`config.mk`:
```
export PLATFORM = sky130hd
export DESIGN_NAME = hack_rom_loader
export DESIGN_NICKNAME = d
export VERILOG_FILES = /design/src/rtl/hack_rom_loader.sv
export SDC_FILE = /design/constraint.sdc
export NUM_CORES = 1
export LEC_CHECK = 0
export CORE_ASPECT_RATIO = 0.8
export CORE_MARGIN = 4
export CORE_UTILIZATION = 50
export CTS_CLUSTER_SIZE = 30
export DETAILED_ROUTE_END_ITERATION = 12
export GPL_ROUTABILITY_DRIVEN = 1
export MAX_ROUTING_LAYER = met4
export PLACE_DENSITY = 0.79
export SLEW_MARGIN = 15
export SYNTH_ARGS = -nofsm -noshare
export SYNTH_HDL_FRONTEND = slang
export SYNTH_SLANG_ARGS = --single-unit
```
`constraint.sdc`:
```
create_clock -name clk -period 2.7 [get_ports clk]
set_input_delay 0.54 -clock clk [delete_from_list [all_inputs] [get_ports clk]]
set_output_delay 0.54 -clock clk [all_outputs]
set_load 0.01 [all_outputs]
```
`src/rtl/hack_rom_loader.sv`:
```
// Boot loader: turns a length-prefixed, big-endian byte stream into one memory write per word
// and holds the CPU in reset until the image is in place. Option macro: HACK_LOADER_CHECKSUM_EN.
module hack_rom_loader #(
  parameter int ADDR_W    = 15,
  parameter int BASE_ADDR = 0
) (
  input  logic              clk,
  input  logic              reset_n,
  input  logic              start,
  input  logic              byte_valid,
  input  logic [7:0]        byte_data,
  output logic              byte_ready,
  output logic              mem_load,
  output logic [ADDR_W-1:0] mem_address,
  output logic [15:0]       mem_in,
  output logic              cpu_reset,
  output logic              busy,
  output logic              done,
  output logic              error
);

  typedef enum logic [3:0] {
    S_IDLE    = 4'd0,
    S_LEN_HI  = 4'd1,
    S_LEN_LO  = 4'd2,
    S_DATA_HI = 4'd3,
    S_DATA_LO = 4'd4,
    S_WRITE   = 4'd5,
    S_DONE    = 4'd6
`ifdef HACK_LOADER_CHECKSUM_EN
    , S_CK_HI = 4'd7,
    S_CK_LO   = 4'd8
`endif
  } state_t;

  localparam logic [31:0]       MAX_COUNT = (32'd1 << ADDR_W) - 32'(BASE_ADDR);
  localparam logic [ADDR_W-1:0] BASE      = ADDR_W'(BASE_ADDR);

`ifdef HACK_LOADER_CHECKSUM_EN
  localparam state_t END_STATE = S_CK_HI;

  function automatic logic [15:0] csum_add(input logic [15:0] acc, input logic [15:0] word);
    return acc + word;
  endfunction

  logic [15:0] sum_r;
  logic [7:0]  ck_hi_r;
`else
  localparam state_t END_STATE = S_DONE;
`endif

  state_t      state_r, state_s;
  logic [15:0] count_r;
  logic [15:0] index_r;
  logic [7:0]  word_hi_r;
  logic        err_s;
  logic        xfer_s;
  logic [15:0] len_s;
  logic        last_s;
  logic        byte_ready_s, mem_load_s, busy_s, done_s, cpu_reset_s;

  assign xfer_s = byte_valid && byte_ready;
  assign len_s  = {count_r[15:8], byte_data};
  assign last_s = (index_r + 16'd1) == count_r;

  // State register and registered control outputs
  always_ff @(posedge clk) begin
    if (!reset_n) begin
      state_r    <= S_IDLE;
      byte_ready <= 1'b0;
      mem_load   <= 1'b0;
      busy       <= 1'b0;
      done       <= 1'b0;
      error      <= 1'b0;
      cpu_reset  <= 1'b1;
    end else begin
      state_r    <= state_s;
      byte_ready <= byte_ready_s;
      mem_load   <= mem_load_s;
      busy       <= busy_s;
      done       <= done_s;
      error      <= err_s;
      cpu_reset  <= cpu_reset_s;
    end
  end

  // Next-state and next error flag
  always_comb begin
    state_s = state_r;
    err_s   = error;
    case (state_r)
      S_IDLE, S_DONE: begin
        if (start) begin
          state_s = S_LEN_HI;
          err_s   = 1'b0;
        end else begin
          state_s = state_r;
        end
      end
      S_LEN_HI: begin
        if (xfer_s) state_s = S_LEN_LO;
        else        state_s = S_LEN_HI;
      end
      S_LEN_LO: begin
        if (!xfer_s) begin
          state_s = S_LEN_LO;
        end else if (len_s == 16'd0) begin
          state_s = END_STATE;
        end else if ({16'd0, len_s} > MAX_COUNT) begin
          // Oversize image: refuse before any write so the address never wraps
          state_s = S_DONE;
          err_s   = 1'b1;
        end else begin
          state_s = S_DATA_HI;
        end
      end
      S_DATA_HI: begin
        if (xfer_s) state_s = S_DATA_LO;
        else        state_s = S_DATA_HI;
      end
      S_DATA_LO: begin
        if (xfer_s) state_s = S_WRITE;
        else        state_s = S_DATA_LO;
      end
      S_WRITE: begin
        if (last_s) state_s = END_STATE;
        else        state_s = S_DATA_HI;
      end
`ifdef HACK_LOADER_CHECKSUM_EN
      S_CK_HI: begin
        if (xfer_s) state_s = S_CK_LO;
        else        state_s = S_CK_HI;
      end
      S_CK_LO: begin
        if (xfer_s) begin
          state_s = S_DONE;
          err_s   = ({ck_hi_r, byte_data} != sum_r);
        end else begin
          state_s = S_CK_LO;
        end
      end
`endif
      default: begin
        state_s = S_IDLE;
        err_s   = 1'b0;
      end
    endcase
  end

  // Output decode for the upcoming state, registered by the state register
  always_comb begin
    byte_ready_s = 1'b0;
    mem_load_s   = 1'b0;
    busy_s       = 1'b1;
    case (state_s)
      S_IDLE, S_DONE:                            busy_s       = 1'b0;
      S_LEN_HI, S_LEN_LO, S_DATA_HI, S_DATA_LO:  byte_ready_s = 1'b1;
`ifdef HACK_LOADER_CHECKSUM_EN
      S_CK_HI, S_CK_LO:                          byte_ready_s = 1'b1;
`endif
      S_WRITE:                                   mem_load_s   = 1'b1;
      default:                                   busy_s       = 1'b1;
    endcase
    if ((state_s == S_DONE) && !err_s) begin
      done_s = 1'b1;
    end else begin
      done_s = 1'b0;
    end
    cpu_reset_s = !done_s;
  end

  // Datapath: length, word assembly, write port, index and checksum
  always_ff @(posedge clk) begin
    if (!reset_n) begin
      count_r     <= 16'd0;
      index_r     <= 16'd0;
      word_hi_r   <= 8'd0;
      mem_address <= BASE;
      mem_in      <= 16'd0;
`ifdef HACK_LOADER_CHECKSUM_EN
      sum_r       <= 16'd0;
      ck_hi_r     <= 8'd0;
`endif
    end else begin
      case (state_r)
        S_IDLE, S_DONE: begin
          if (start) begin
            index_r <= 16'd0;
`ifdef HACK_LOADER_CHECKSUM_EN
            sum_r   <= 16'd0;
`endif
          end
        end
        S_LEN_HI:  if (xfer_s) count_r[15:8] <= byte_data;
        S_LEN_LO:  if (xfer_s) count_r[7:0]  <= byte_data;
        S_DATA_HI: if (xfer_s) word_hi_r     <= byte_data;
        S_DATA_LO: begin
          if (xfer_s) begin
            mem_address <= BASE + ADDR_W'(index_r);
            mem_in      <= {word_hi_r, byte_data};
          end
        end
        S_WRITE: begin
          index_r <= index_r + 16'd1;
`ifdef HACK_LOADER_CHECKSUM_EN
          sum_r   <= csum_add(sum_r, mem_in);
`endif
        end
`ifdef HACK_LOADER_CHECKSUM_EN
        S_CK_HI:   if (xfer_s) ck_hi_r <= byte_data;
`endif
        default: begin
        end
      endcase
    end
  end

endmodule

```
# Yosys cells after proc, flatten, opt, wreduce, memory -nomap -nowiden

Index checks and enable logic that the tools add are counted.

Word-level logic and storage cells: 66
Flip-flop bits (word level): 81
Output and inout bits: 37
Input bits: 12

Equal/unequal tests: 14
$add $sub $neg: 1
Magnitude comparators: 1
Muxes and demuxes: 20
Reduce and logical (&&, ||, !) cells: 17

Operators with widths:

| operator                                               | number |
|---|---|
| case mux 16 bit (2 select lines)                       | 1 |
| equality test 4 x 3 -> 1 bit (second input constant)   | 6 |
| case mux 4 bit (6 select lines)                        | 1 |
| adder 16 x 1 -> 16 bit (second input constant)         | 1 |
| equality test 16 bit                                   | 1 |
| equality test 4 x 2 -> 1 bit (second input constant)   | 4 |
| greater-than comparator 16 bit (second input constant) | 1 |
| logical NOT 16 bit                                     | 1 |
| 2-to-1 mux 16 bit                                      | 1 |
| 2-to-1 mux 3 bit                                       | 5 |
| AND reduction 2 bit                                    | 5 |
| 2-to-1 mux 1 bit                                       | 9 |
| equality test 4 x 1 -> 1 bit (second input constant)   | 2 |
| logical NOT 4 bit                                      | 2 |
| OR reduction 4 bit                                     | 2 |
| 2-to-1 mux 4 bit                                       | 1 |
| OR reduction 2 bit                                     | 2 |
| case mux 1 bit (3 select lines)                        | 1 |
| logical AND 1 bit                                      | 2 |
| logical NOT 1 bit                                      | 2 |
| 2-to-1 mux 2 bit                                       | 1 |
| != test 2 bit (second input constant)                  | 1 |
| nonzero test 2 bit                                     | 1 |

# Logic depth before layout (Yosys ltp)

Gate-level depths: netlist of the first run.

Depth in word-level cells: 9
Mapped depth: 9
Depth with buffers taken out: 8

# Least setup slack after synthesis of the first run

No wires, ideal clock.

Path type: reg-to-reg
Start point: reg index_r[0]
End point: reg busy
Cell stages (with the launch flop): 10
Arrival time: 2.610 ns
Setup time: 0.115 ns
Data required time: 2.585 ns
Buffers on the path: 1
Clock period less this slack: 2.726 ns
Path slack: -0.026 ns
Path through: dfxtp_1 -> ha_1 -> and3_1 -> buf_6 -> mux2_4 -> a211oi_2 -> o21ai_1 -> or4_1 -> or4_4 -> a31o_1

Longest elaborated chain between the ends: 7
Elaborated cells between the ends (all ways): 8
Those cells by class: 1 x add/sub; 2 x eq/ne; 3 x mux; 2 x reduce/logical

RTL lines:

| what                                                              | RTL line | RTL |
|---|---|---|
| start: declaration                                                | 54       | `logic [15:0] index_r;` |
| start signal: assignment                                          | 204      | `index_r <= index_r + 16'd1;` |
| adder 16 x 1 -> 16 bit (*)                                        | 64       | `assign last_s = (index_r + 16'd1) == count_r;` |
| equality test 16 bit (*)                                          | 64       |  |
| 2-to-1 mux 3 bit (*)                                              | 126      | `if (last_s) state_s = END_STATE;` |
| case mux 4 bit (6 select lines) (*)                               | 91       | `case (state_r)` |
| equality test 4 x 3 -> 1 bit or logical NOT 4 bit (tied branches) | 155      | `case (state_s)` |
| OR reduction 2 bit (*)                                            | 155      |  |
| 2-to-1 mux 1 bit (*)                                              | 155      |  |
| end signal: assignment                                            | 80       | `busy <= busy_s;` |
| end: declaration                                                  | 17       | `output logic busy,` |

Mark *: on every way between the ends. The rest lies on a longest branch, timed or not.
A chain may end at the register's enable or synchronous reset.

# Final worst setup path of the first run

Start point: reg index_r[1]
End point: reg busy

Same word-level chain as after synthesis.

==> results of run 1 <==
## per-stage QoR
stage,power [W],std cells
2_1_floorplan,0.001260,471
3_5_place_dp,0.001308,625
5_1_grt,0.002145,641
4_1_cts,0.002092,641
3_3_place_gp,0.001307,625
6_report,0.002078,641
## flip-flops by register name, summed over array words and instances, names as in the netlist, 4 cells and up
signal and flops:
count_r 16, mem_in 16, state_r 4, word_hi_r 8
index_r 16, mem_address 15
## per-layer routing
layer | up-vias | track usage (%) | routed length, µm
met1 | 1664 | 28.48 | 4598
met2 | 102 | 37.90 | 4566
met4 | 0 | 10.00 | 277
met5 | - | - | 0
met3 | 28 | 4.914 | 431
li1 | 1738 | - | -
## final cells by class
type	instances	area (µm²)
Timing Repair Buffer	80	720.7
Sequential cell	81	1628
Clock buffer	11	141.4
Clock inverter	5	31.28
Fill cell	657	2670
Multi-Input combinational cell	355	2125
Tap cell	105	131.4
Inverter	4	15.01
## worst max-delay path, cell delays in order, from the launching register on
cell	delay [ps]
dfxtp_2	360
ha_4	150
and3_4	220
mux2_4	300
a211oi_2	140
o21ai_1	80
or4_1	550
or4_4	480
a31o_1	220
## synthesized netlist by cell type (all sizes together), types with 2 or more instances
cell type	number	area share (%)
nand2	84	8.4
dfxtp	81	42
a21oi	61	7.9
nor2	50	5.1
mux2i	26	6.8
clkbuf	23	2.2
xnor2	17	3.9
o21ai	16	2.1
nor3	13	2.1
nand3	11	1.7
buf	8	1.5
xor2	8	2.3
nor2b	7	1.1
and3	6	0.97
nand3b	6	1.2
nor4	6	1.1
nand2b	5	0.81
inv	4	0.39
a21o	3	0.58
nand4	3	0.49
or3	3	0.49
or4	3	0.78
a22oi	2	0.39
and2	2	0.32
and4	2	0.49
o22a	2	0.45
o31a	2	0.45
## repair_timing
action | 4_1_cts | 5_1_grt
pin swaps | 0 | 0
resized for setup | 2 | 11
setup endpoints to repair | 3 | 5
## cell usage in the layout, fill, tap and decap left out, types with 2 or more instances in the layout
master	count
a21o_1	3
a21oi_1	61
a22oi_1	2
and2_1	2
and3_1	4
and4_2	2
buf_4	32
clkbuf_8	10
clkdlybuf4s50_1	48
clkinv_2	3
dfxtp_1	76
dfxtp_2	5
inv_1	3
mux2i_1	26
nand2_1	83
nand2b_1	5
nand3_1	9
nand3_2	2
nand3b_1	6
nand4_1	3
nor2_1	49
nor2b_1	7
nor3_1	10
nor3_4	2
nor4_1	3
nor4_2	3
o21ai_0	14
o21ai_1	2
o22a_1	2
o31a_1	2
or3_1	3
or4_4	2
xnor2_1	16
xor2_1	7
## cells by family (layout without fill, tap and decap cells)
logic type	after synthesis	in the layout	share of synthesized area, %
and+or+nand+nor	202	202	25.24
buffers and inverters	35	100	4.124
DFF	81	81	42.09
xor gates and xnor gates	25	25	6.171
adders and majority gates	1	1	0.3247
other	1	1	0.09734
muxes	27	27	7.145
AOI/OAI and AO/OA	99	99	14.81
## power by group through the flow
stage	Clock [W]	Combinational (W)	Sequential (W)
after detailed placement	0	0.0000793	0.00123
after CTS	0.000813	0.0000793	0.00120
after floorplan	0	0.0000345	0.00122
after global placement	0	0.0000781	0.00123
final	0.000797	0.0000803	0.00120
after global routing	0.000857	0.0000862	0.00120
## worst min path at each step
| stage | start | to | depth (start not counted) |
|---|---|---|---|
| 2_1_floorplan | word_hi_r[2]$_SDFFE_PN0P_ | mem_in[10]$_SDFFE_PN0P_ | 2 |
| 3_3_place_gp | word_hi_r[0]$_SDFFE_PN0P_ | mem_in[8]$_SDFFE_PN0P_ | 2 |
| 3_5_place_dp | word_hi_r[0]$_SDFFE_PN0P_ | mem_in[8]$_SDFFE_PN0P_ | 2 |
| 4_1_cts | word_hi_r[0]$_SDFFE_PN0P_ | mem_in[8]$_SDFFE_PN0P_ | 2 |
| 5_1_grt | word_hi_r[7]$_SDFFE_PN0P_ | mem_in[15]$_SDFFE_PN0P_ | 2 |
| 6_report | word_hi_r[0]$_SDFFE_PN0P_ | mem_in[8]$_SDFFE_PN0P_ | 2 |
==> results.ini, run 1 <==
[yosys]
synth_fp_nets = 484
synth-main-ff-cell = dfxtp_1
synth_cell_type_count = 56
synth-edff-count = 0
synth_cells = 471
syn_area_mm2 = 0.003852
ys_seq_area_share_pct = 42.09
ys_ff_latch = 81
synth_async_sr_flop_share_pct = 0
yosysWarnings = 0
syn_avg_cell_area_um2 = 8.179

[final_layout]
final_util_pct = 64.22
finalNetCount = 544
drive_above_1_share_pct = 13.81
syn_to_final_growth_pct = 24.39
n_antenna_cell = 0
fin_area_mm2 = 0.004792

[power]
pwr-share-clk_pct = 38.4
p_leak_nw = 1.818
pwr-share-seq_pct = 57.8
switching_share_pct = 23.70
p_int_w = 0.001586
combPwrFrac_pct = 3.9
power_density_mw_per_mm2 = 433.7
ir_worst_vdd_mv = 0.3428
switching_power_w = 0.0004925

[worst_setup_path]
r2r_start = index_r[1]$_SDFFE_PN0P_
setup.worst_path.start = index_r[1]$_SDFFE_PN0P_
reg2regPathDepth = 8
endpoint = busy$_SDFF_PN0_
cp-end-kind = register
startpoint_type = register
cp.arrival_ps = 2870
required_ps = 2950
cp_max_fo = 5
r2r_slack_ps = 80
reg2reg_to = busy$_SDFF_PN0_
critPathKind = reg -> reg

[sta]
max_slew_margin_pct = 53.25
max_freq_ghz = 0.3822
slew_viol_final = 0
finalSetupViolCount = 0
rsz0062_at_grt = yes
post-route-period-util_pct = 96.89
final.setup_skew_ps = 11.22
finalSetupTns_ps = 0
tightest_slew_ps = 701.2
hold_slack_ps = 454.0
finalCriticalPeriod_ps = 2616
finalWorstSetupSlack_ps = 83.86
hold_viol_final = 0

[detailed_routing]
avgRoutedWirePerCell_um = 15.40
drt-initial-drc-count = 202
via_per_inst = 5.510
drc = 0
routed_wl_mm = 9.873
num_vias = 3532
antenna_left = 0
drt_first_pass_iters = 5

[clock_network]
clk_pin_slew_ps = 80
root_buffer = clkbuf_8
clkLatencyLatePin_ps = 360
cts_max_level = 3
cts_sinks = 81
postCtsSetupRepairBufs = 0
ctsHoldBuffers = 0
cts_tree = built
cts_buffers = 9
clk_path_buf_depth = 2

[grt]
grt_pass1_vias = 3479
antenna_found_initial = 0
grt_pass1_wl_mm = 16.62
overflow = 0
grt.total_usage_pct = 23.39
grt_max_degree = 71

[place]
port_buffers = 48
place.gp.congestion = 0.9178
dp_hpwl_mm = 7.043
dp_slack_ps = -26.33
placed_area_mm2 = 0.004579

[job]
drv_cap = 0

[floorplan]
floorplan.initialDensity_pct = 51.63
floorplan.io_pins = 49
die_w_um = 106.1
coreArea_mm2 = 0.007462
die_y_um = 86.51
row_count = 28
die-area_mm2 = 0.009182

[run_status]
status = finished clean

[hold_path]
hp-class = reg -> reg

No activity file was read; power rests on OpenSTA's default activity.
==> run 2, diff against run 1 <==
--- a/config.mk
+++ b/config.mk
@@ -7,12 +7,12 @@
 export LEC_CHECK = 0
 export CORE_ASPECT_RATIO = 0.8
 export CORE_MARGIN = 4
-export CORE_UTILIZATION = 50
+export CORE_UTILIZATION = 55
 export CTS_CLUSTER_SIZE = 30
 export DETAILED_ROUTE_END_ITERATION = 12
 export GPL_ROUTABILITY_DRIVEN = 1
 export MAX_ROUTING_LAYER = met4
-export PLACE_DENSITY = 0.79
+export PLACE_DENSITY = 0.82
 export SLEW_MARGIN = 15
 export SYNTH_ARGS = -nofsm -noshare
 export SYNTH_HDL_FRONTEND = slang
==> constraint.sdc (replaced) <==
create_clock -name clk -period 2.8 [get_ports clk]
set_input_delay 0.56 -clock clk [delete_from_list [all_inputs] [get_ports clk]]
set_output_delay 0.56 -clock clk [all_outputs]
set_load 0.01 [all_outputs]
==> run 2 against run 1 <==
Compared with the run above: clock power grew 5.1%; critical path type unchanged; largest cell class unchanged; hold slack gained 0.57 ps; utilization is 8.3 points higher; register-to-register slack got worse by 20 ps; combinational power down 4.7%; wire length increased by 0.58%; via count up 0.51%; largest power group unchanged; die area shrank 8.3%.
==> results.ini, run 2 (synthesized netlist as in run 1, its figures left out) <==
[floorplan]
die-area_mm2 = 0.008416
row_count = 26
floorplan.io_pins = 49
die_y_um = 82.86
coreArea_mm2 = 0.006604
die_w_um = 101.6
floorplan.initialDensity_pct = 58.34

[final_layout]
drive_above_1_share_pct = 13.48
final_common_cell = nand2_1
fin_area_mm2 = 0.004791
n_antenna_cell = 0
nFillCells = 509
finalNetCount = 542
instances_no_fill = 618
reg_top3 = count_r (16), index_r (16), mem_in (16)
final_cell_mix = nand2_1 (83), dfxtp_1 (76), a21oi_1 (61)
final_util_pct = 72.55
syn_to_final_growth_pct = 24.36

[power]
power_density_mw_per_mm2 = 432.5
p_leak_nw = 1.823
ir_worst_vdd_mv = 0.3304

[grt]
grt_pass1_wl_mm = 16.10
antenna_found_initial = 0
overflow = 0
grt.total_usage_pct = 24.15
grt_pass1_vias = 3401
grt_max_degree = 71

[place]
port_buffers = 48
dp_cells = 599
place.gp.congestion = 0.9478
placed_area_mm2 = 0.004516
dp_hpwl_mm = 6.901

[sta]
final.setup_skew_ps = 11.45
post-route-period-util_pct = 97.82
finalSetupViolCount = 0
slew_viol_final = 0
finalCriticalPeriod_ps = 2739
tightest_slew_ps = 722.7
hold_slack_ps = 454.6
hold_viol_final = 0
max_slew_margin_pct = 51.82
max_freq_ghz = 0.3651

[job]
drv_cap = 0

[clock_network]
cts_buffers = 9
cts_tree = built
cts_max_level = 3
clk_path_buf_depth = 2
clk_pin_slew_ps = 90
clkLatencyLatePin_ps = 360
cts_sinks = 81
ctsHoldBuffers = 0
root_buffer = clkbuf_8

[detailed_routing]
drc = 0
antenna_left = 0
drt-initial-drc-count = 236
via_per_inst = 5.744
drt_first_pass_iters = 5
num_vias = 3550
avgRoutedWirePerCell_um = 16.07
routed_wl_mm = 9.930

[worst_setup_path]
r2r_slack_ps = 60
startpoint_type = register
cp_max_fo = 5
reg2reg_to = busy$_SDFF_PN0_
crit_top_cell = or4_4
critPathKind = reg -> reg
r2r_start = index_r[0]$_SDFFE_PN0P_
cpMaxStageDelayCell = or4_4
required_ps = 3060
cp.arrival_ps = 2990
reg2regPathDepth = 8
worstPathCellList = ha_2 > and3_4 > mux2_4 > a211oi_2 > o21ai_1 > or4_4 > or4_4 > a31o_1
critPathMaxStageDelay_ps = 560
cp-end-kind = register

[hold_path]
hp-class = reg -> reg
holdPathEnd = mem_address[10]$_SDFFE_PN0P_
hold_start = mem_address[10]$_SDFFE_PN0P_
whs_path_depth = 2

[run_status]
status = finished clean

-- run 2: changes by cell type in the layout (fill, tap and decap cells not counted), moves of 2 or more --
cell,change
inv_6,+3
buf_4,-4
inv_8,+2
clkinv_2,-3
-- run 2: routing by layer --
metal	GRT usage, %	part of all wire (%)	up-vias
li1	-	-	1726
met1	29.83	44	1688
met2	38.78	49	111
met3	5.360	5.2	25
met4	8.333	1.6	0
met5	-	0	-
-- run 2: repair_timing --
item	4_1_cts	5_1_grt
setup buffers	0	3
setup endpoints to repair	0	5
gates resized for setup	0	16
-- run 2: area by class of cell --
type / count / area, µm² / share of cell area, %
flip-flops and latches: 81 / 1630 / 34.03
repair buffers: 78 / 721.9 / 15.07
clock inverters: 6 / 57.56 / 1.201
clock buffers: 10 / 137.6 / 2.873
multi-input cells: 355 / 2123 / 44.32
well taps: 84 / 105.1 / 2.194
inverters: 4 / 15.01 / 0.3134
-- run 2: stage by stage --
stage | TNS (ps) | worst slack (ps) | power, W
global route | -5.596 | -5.596 | 0.002142
finish | 0 | 61.05 | 0.002072
global placement | 0 | 100.9 | 0.001260
floorplan | 0 | 74.07 | 0.001215
CTS | 0 | 31.68 | 0.002088
detailed placement | 0 | 54.75 | 0.001261
-- run 2: where the power goes --
part | total (W) | leakage (nW) | switching [W] | internal, W
Clock | 0.000838 | 0.102 | 0.000469 | 0.000370
Combinational | 0.0000765 | 1.07 | 0.0000435 | 0.0000330
Sequential | 0.00116 | 0.656 | 0.00000503 | 0.00115
-- run 2: critical path, delay by kind of cell, from the launching register on --
kind                       cells  cell delay [ps]
AOI/OAI and AO/OA              3              500
adders and majority gates      1              170
DFF                            1              350
muxes                          1              310
and+or+nand+nor                3             1310
-- run 2: how the worst max path moves through the flow --
stage	from	endpoint	slack [ps]
after detailed placement	index_r[1]$_SDFFE_PN0P_	busy$_SDFF_PN0_	50
after CTS	index_r[1]$_SDFFE_PN0P_	busy$_SDFF_PN0_	30
after global routing	index_r[1]$_SDFFE_PN0P_	busy$_SDFF_PN0_	-6
after global placement	index_r[1]$_SDFFE_PN0P_	busy$_SDFF_PN0_	100
final	index_r[0]$_SDFFE_PN0P_	busy$_SDFF_PN0_	60
after floorplan	index_r[0]$_SDFFE_PN0P_	busy$_SDFF_PN0_	70
==> run 3, diff against run 2 <==
--- a/config.mk
+++ b/config.mk
@@ -5,14 +5,14 @@
 export SDC_FILE = /design/constraint.sdc
 export NUM_CORES = 1
 export LEC_CHECK = 0
-export CORE_ASPECT_RATIO = 0.8
+export CORE_ASPECT_RATIO = 2
 export CORE_MARGIN = 4
-export CORE_UTILIZATION = 55
+export CORE_UTILIZATION = 50
 export CTS_CLUSTER_SIZE = 30
 export DETAILED_ROUTE_END_ITERATION = 12
 export GPL_ROUTABILITY_DRIVEN = 1
 export MAX_ROUTING_LAYER = met4
-export PLACE_DENSITY = 0.82
+export PLACE_DENSITY = 0.79
 export SLEW_MARGIN = 15
 export SYNTH_ARGS = -nofsm -noshare
 export SYNTH_HDL_FRONTEND = slang
==> constraint.sdc (replaced) <==
create_clock -name clk -period 2.35 [get_ports clk]
set_input_delay 0.3525 -clock clk [delete_from_list [all_inputs] [get_ports clk]]
set_output_delay 0.3525 -clock clk [all_outputs]
set_load 0.01 [all_outputs]
==> run 3 against run 2 <==
Compared with the run above: utilization fell by 4.0 points; register-to-register slack got worse by 300 ps; clock skew fell by 3.4 ps; critical path depth did not move; the run now ends with setup timing left; sequential power rose by 19%; hold slack got worse by 4.5 ps; final cell count rose by 8.3%; largest power group unchanged; clock-buffer cell count rose by 1.
==> results.ini, run 3 (synthesized netlist as in run 1, its figures left out) <==
[run_status]
status = finished with violations
violations = setup timing

[detailed_routing]
via_per_inst = 5.504
avgRoutedWirePerCell_um = 15.80
routed_wl_mm = 10.57
drt-initial-drc-count = 220
drc = 0
num_vias = 3682
drt_first_pass_iters = 7
antenna_left = 0

[worst_setup_path]
cp.arrival_ps = 2830
cpMaxStageDelayCell = or4_4
crit_top_cell = or4_4
cp_max_fo = 5
critPathMaxStageDelay_ps = 530
critPathKind = reg -> reg
worstPathCellList = ha_4 > and3_4 > mux2_4 > a211oi_2 > o21ai_1 > or4_4 > or4_4 > a31o_1
required_ps = 2590
cp-end-kind = register
reg2regPathDepth = 8
startpoint_type = register

[floorplan]
die_y_um = 132.1
row_count = 45
floorplan.initialDensity_pct = 51.06
die_w_um = 70.07
floorplan.io_pins = 49
die-area_mm2 = 0.009259
coreArea_mm2 = 0.007545

[hold_path]
whs_path_depth = 2
hp-class = reg -> reg

[power]
pwr-share-seq_pct = 49.3
ir_worst_vdd_mv = 0.6066
p_leak_nw = 2.027
switching_share_pct = 22.46
switching_power_w = 0.0006268
pwr-share-clk_pct = 47.2
power_density_mw_per_mm2 = 539.6
p_int_w = 0.002164
combPwrFrac_pct = 3.5

[sta]
finalSetupTns_ps = -876.5
hold_slack_ps = 450.1
rsz0062_at_grt = yes
post-route-period-util_pct = 110.3
slew_viol_final = 0
finalSetupViolCount = 5
final.setup_skew_ps = 8.063
finalWorstSetupSlack_ps = -242.2
tightest_slew_ps = 721.2
max_freq_ghz = 0.3858
hold_viol_final = 0
max_slew_margin_pct = 51.92
finalCriticalPeriod_ps = 2592

[final_layout]
n_antenna_cell = 0
final_common_cell = nand2_1
syn_to_final_growth_pct = 34.26
nFillCells = 645
drive_above_1_share_pct = 18.96
final_cell_mix = nand2_1 (83), dfxtp_1 (79), buf_4 (70)
finalNetCount = 583
reg_top3 = count_r (16), index_r (16), mem_in (16)
fin_area_mm2 = 0.005172
instances_no_fill = 669

[grt]
antenna_found_initial = 0
grt.total_usage_pct = 24.28
grt_pass1_wl_mm = 17.39
grt_pass1_vias = 3740
grt_max_degree = 71
overflow = 0

[clock_network]
ctsHoldBuffers = 0
cts_max_level = 3
cts_buffers = 9
clk_path_buf_depth = 2
cts_sinks = 81
root_buffer = clkbuf_16
clkLatencyLatePin_ps = 340
cts_tree = built
clk_pin_slew_ps = 60

[place]
dp_slack_ps = -302.0
port_buffers = 48
placed_area_mm2 = 0.004866
dp_hpwl_mm = 7.883
dp_cells = 651
place.gp.congestion = 0.9071

[job]
drv_cap = 0

-- run 3: cell types whose count changed in the layout (fill, tap and decap cells not counted), moves of 2 or more --
cell,previous run,this run
inv_8,2,0
dfxtp_2,4,0
clkbuf_16,0,9
clkbuf_8,10,1
nor3_4,2,0
dfxtp_1,76,79
clkinvlp_4,0,2
nor3_2,1,3
buf_4,28,70
-- run 3: final timing paths --
| check | startpoint | slack, ps | end |
|---|---|---|---|
| max | index_r[1]$_SDFFE_PN0P_ | -240 | busy$_SDFF_PN0_ |
| min | mem_address[8]$_SDFFE_PN0P_ | 450 | mem_address[8]$_SDFFE_PN0P_ |
| max reg2reg | index_r[1]$_SDFFE_PN0P_ | -240 | busy$_SDFF_PN0_ |
| min reg2reg | mem_address[8]$_SDFFE_PN0P_ | 450 | mem_address[8]$_SDFFE_PN0P_ |
-- run 3: power groups by stage --
stage | sequential [W] | clock, W | combinational [W]
finish | 0.00138 | 0.00132 | 0.0000967
global placement | 0.00141 | 0 | 0.0000941
global route | 0.00138 | 0.00138 | 0.000102
detailed placement | 0.00141 | 0 | 0.0000952
floorplan | 0.00141 | 0 | 0.0000397
CTS | 0.00138 | 0.00134 | 0.0000957
-- run 3: critical path: cells and delay by family, from the launching register on --
family                   cells  cell delay [ps]
AO/OA/AOI/OAI                3              460
multiplexers                 1              300
AND/OR/NAND/NOR              3             1220
adder cells (fa/ha/maj)      1              160
flip-flops                   1              360
-- run 3: timing repair --
item,CTS,global route
resized for setup,3,1
cloned,0,0
setup endpoints to repair,5,5
pin swaps,0,1
setup buffers,2,0
-- run 3: cell type report --
cell class	instances	area, µm²	area share, %
multi-input cells	355	2105	40.69
flip-flops and latches	81	1629	31.49
repair buffers	119	1026	19.84
clock buffers	11	242.7	4.693
well taps	94	117.6	2.274
clock inverters	5	37.54	0.7257
inverters	4	15.01	0.2903
-- run 3: per-layer routing --
layer	GRT usage [%]	wire, µm	vias to the layer above
li1	-	-	1814
met1	23.06	3871	1743
met2	43.68	5722	84
met3	4.733	394	41
met4	15.03	584	0
met5	-	0	-
-- run 3: per-stage QoR --
stage          util (%)  total power (W)
3_3_place_gp      64.49         0.001503
2_1_floorplan         -         0.001446
5_1_grt           68.56         0.002861
6_report          68.56         0.002791
4_1_cts           68.51         0.002811
3_5_place_dp      64.49         0.001504
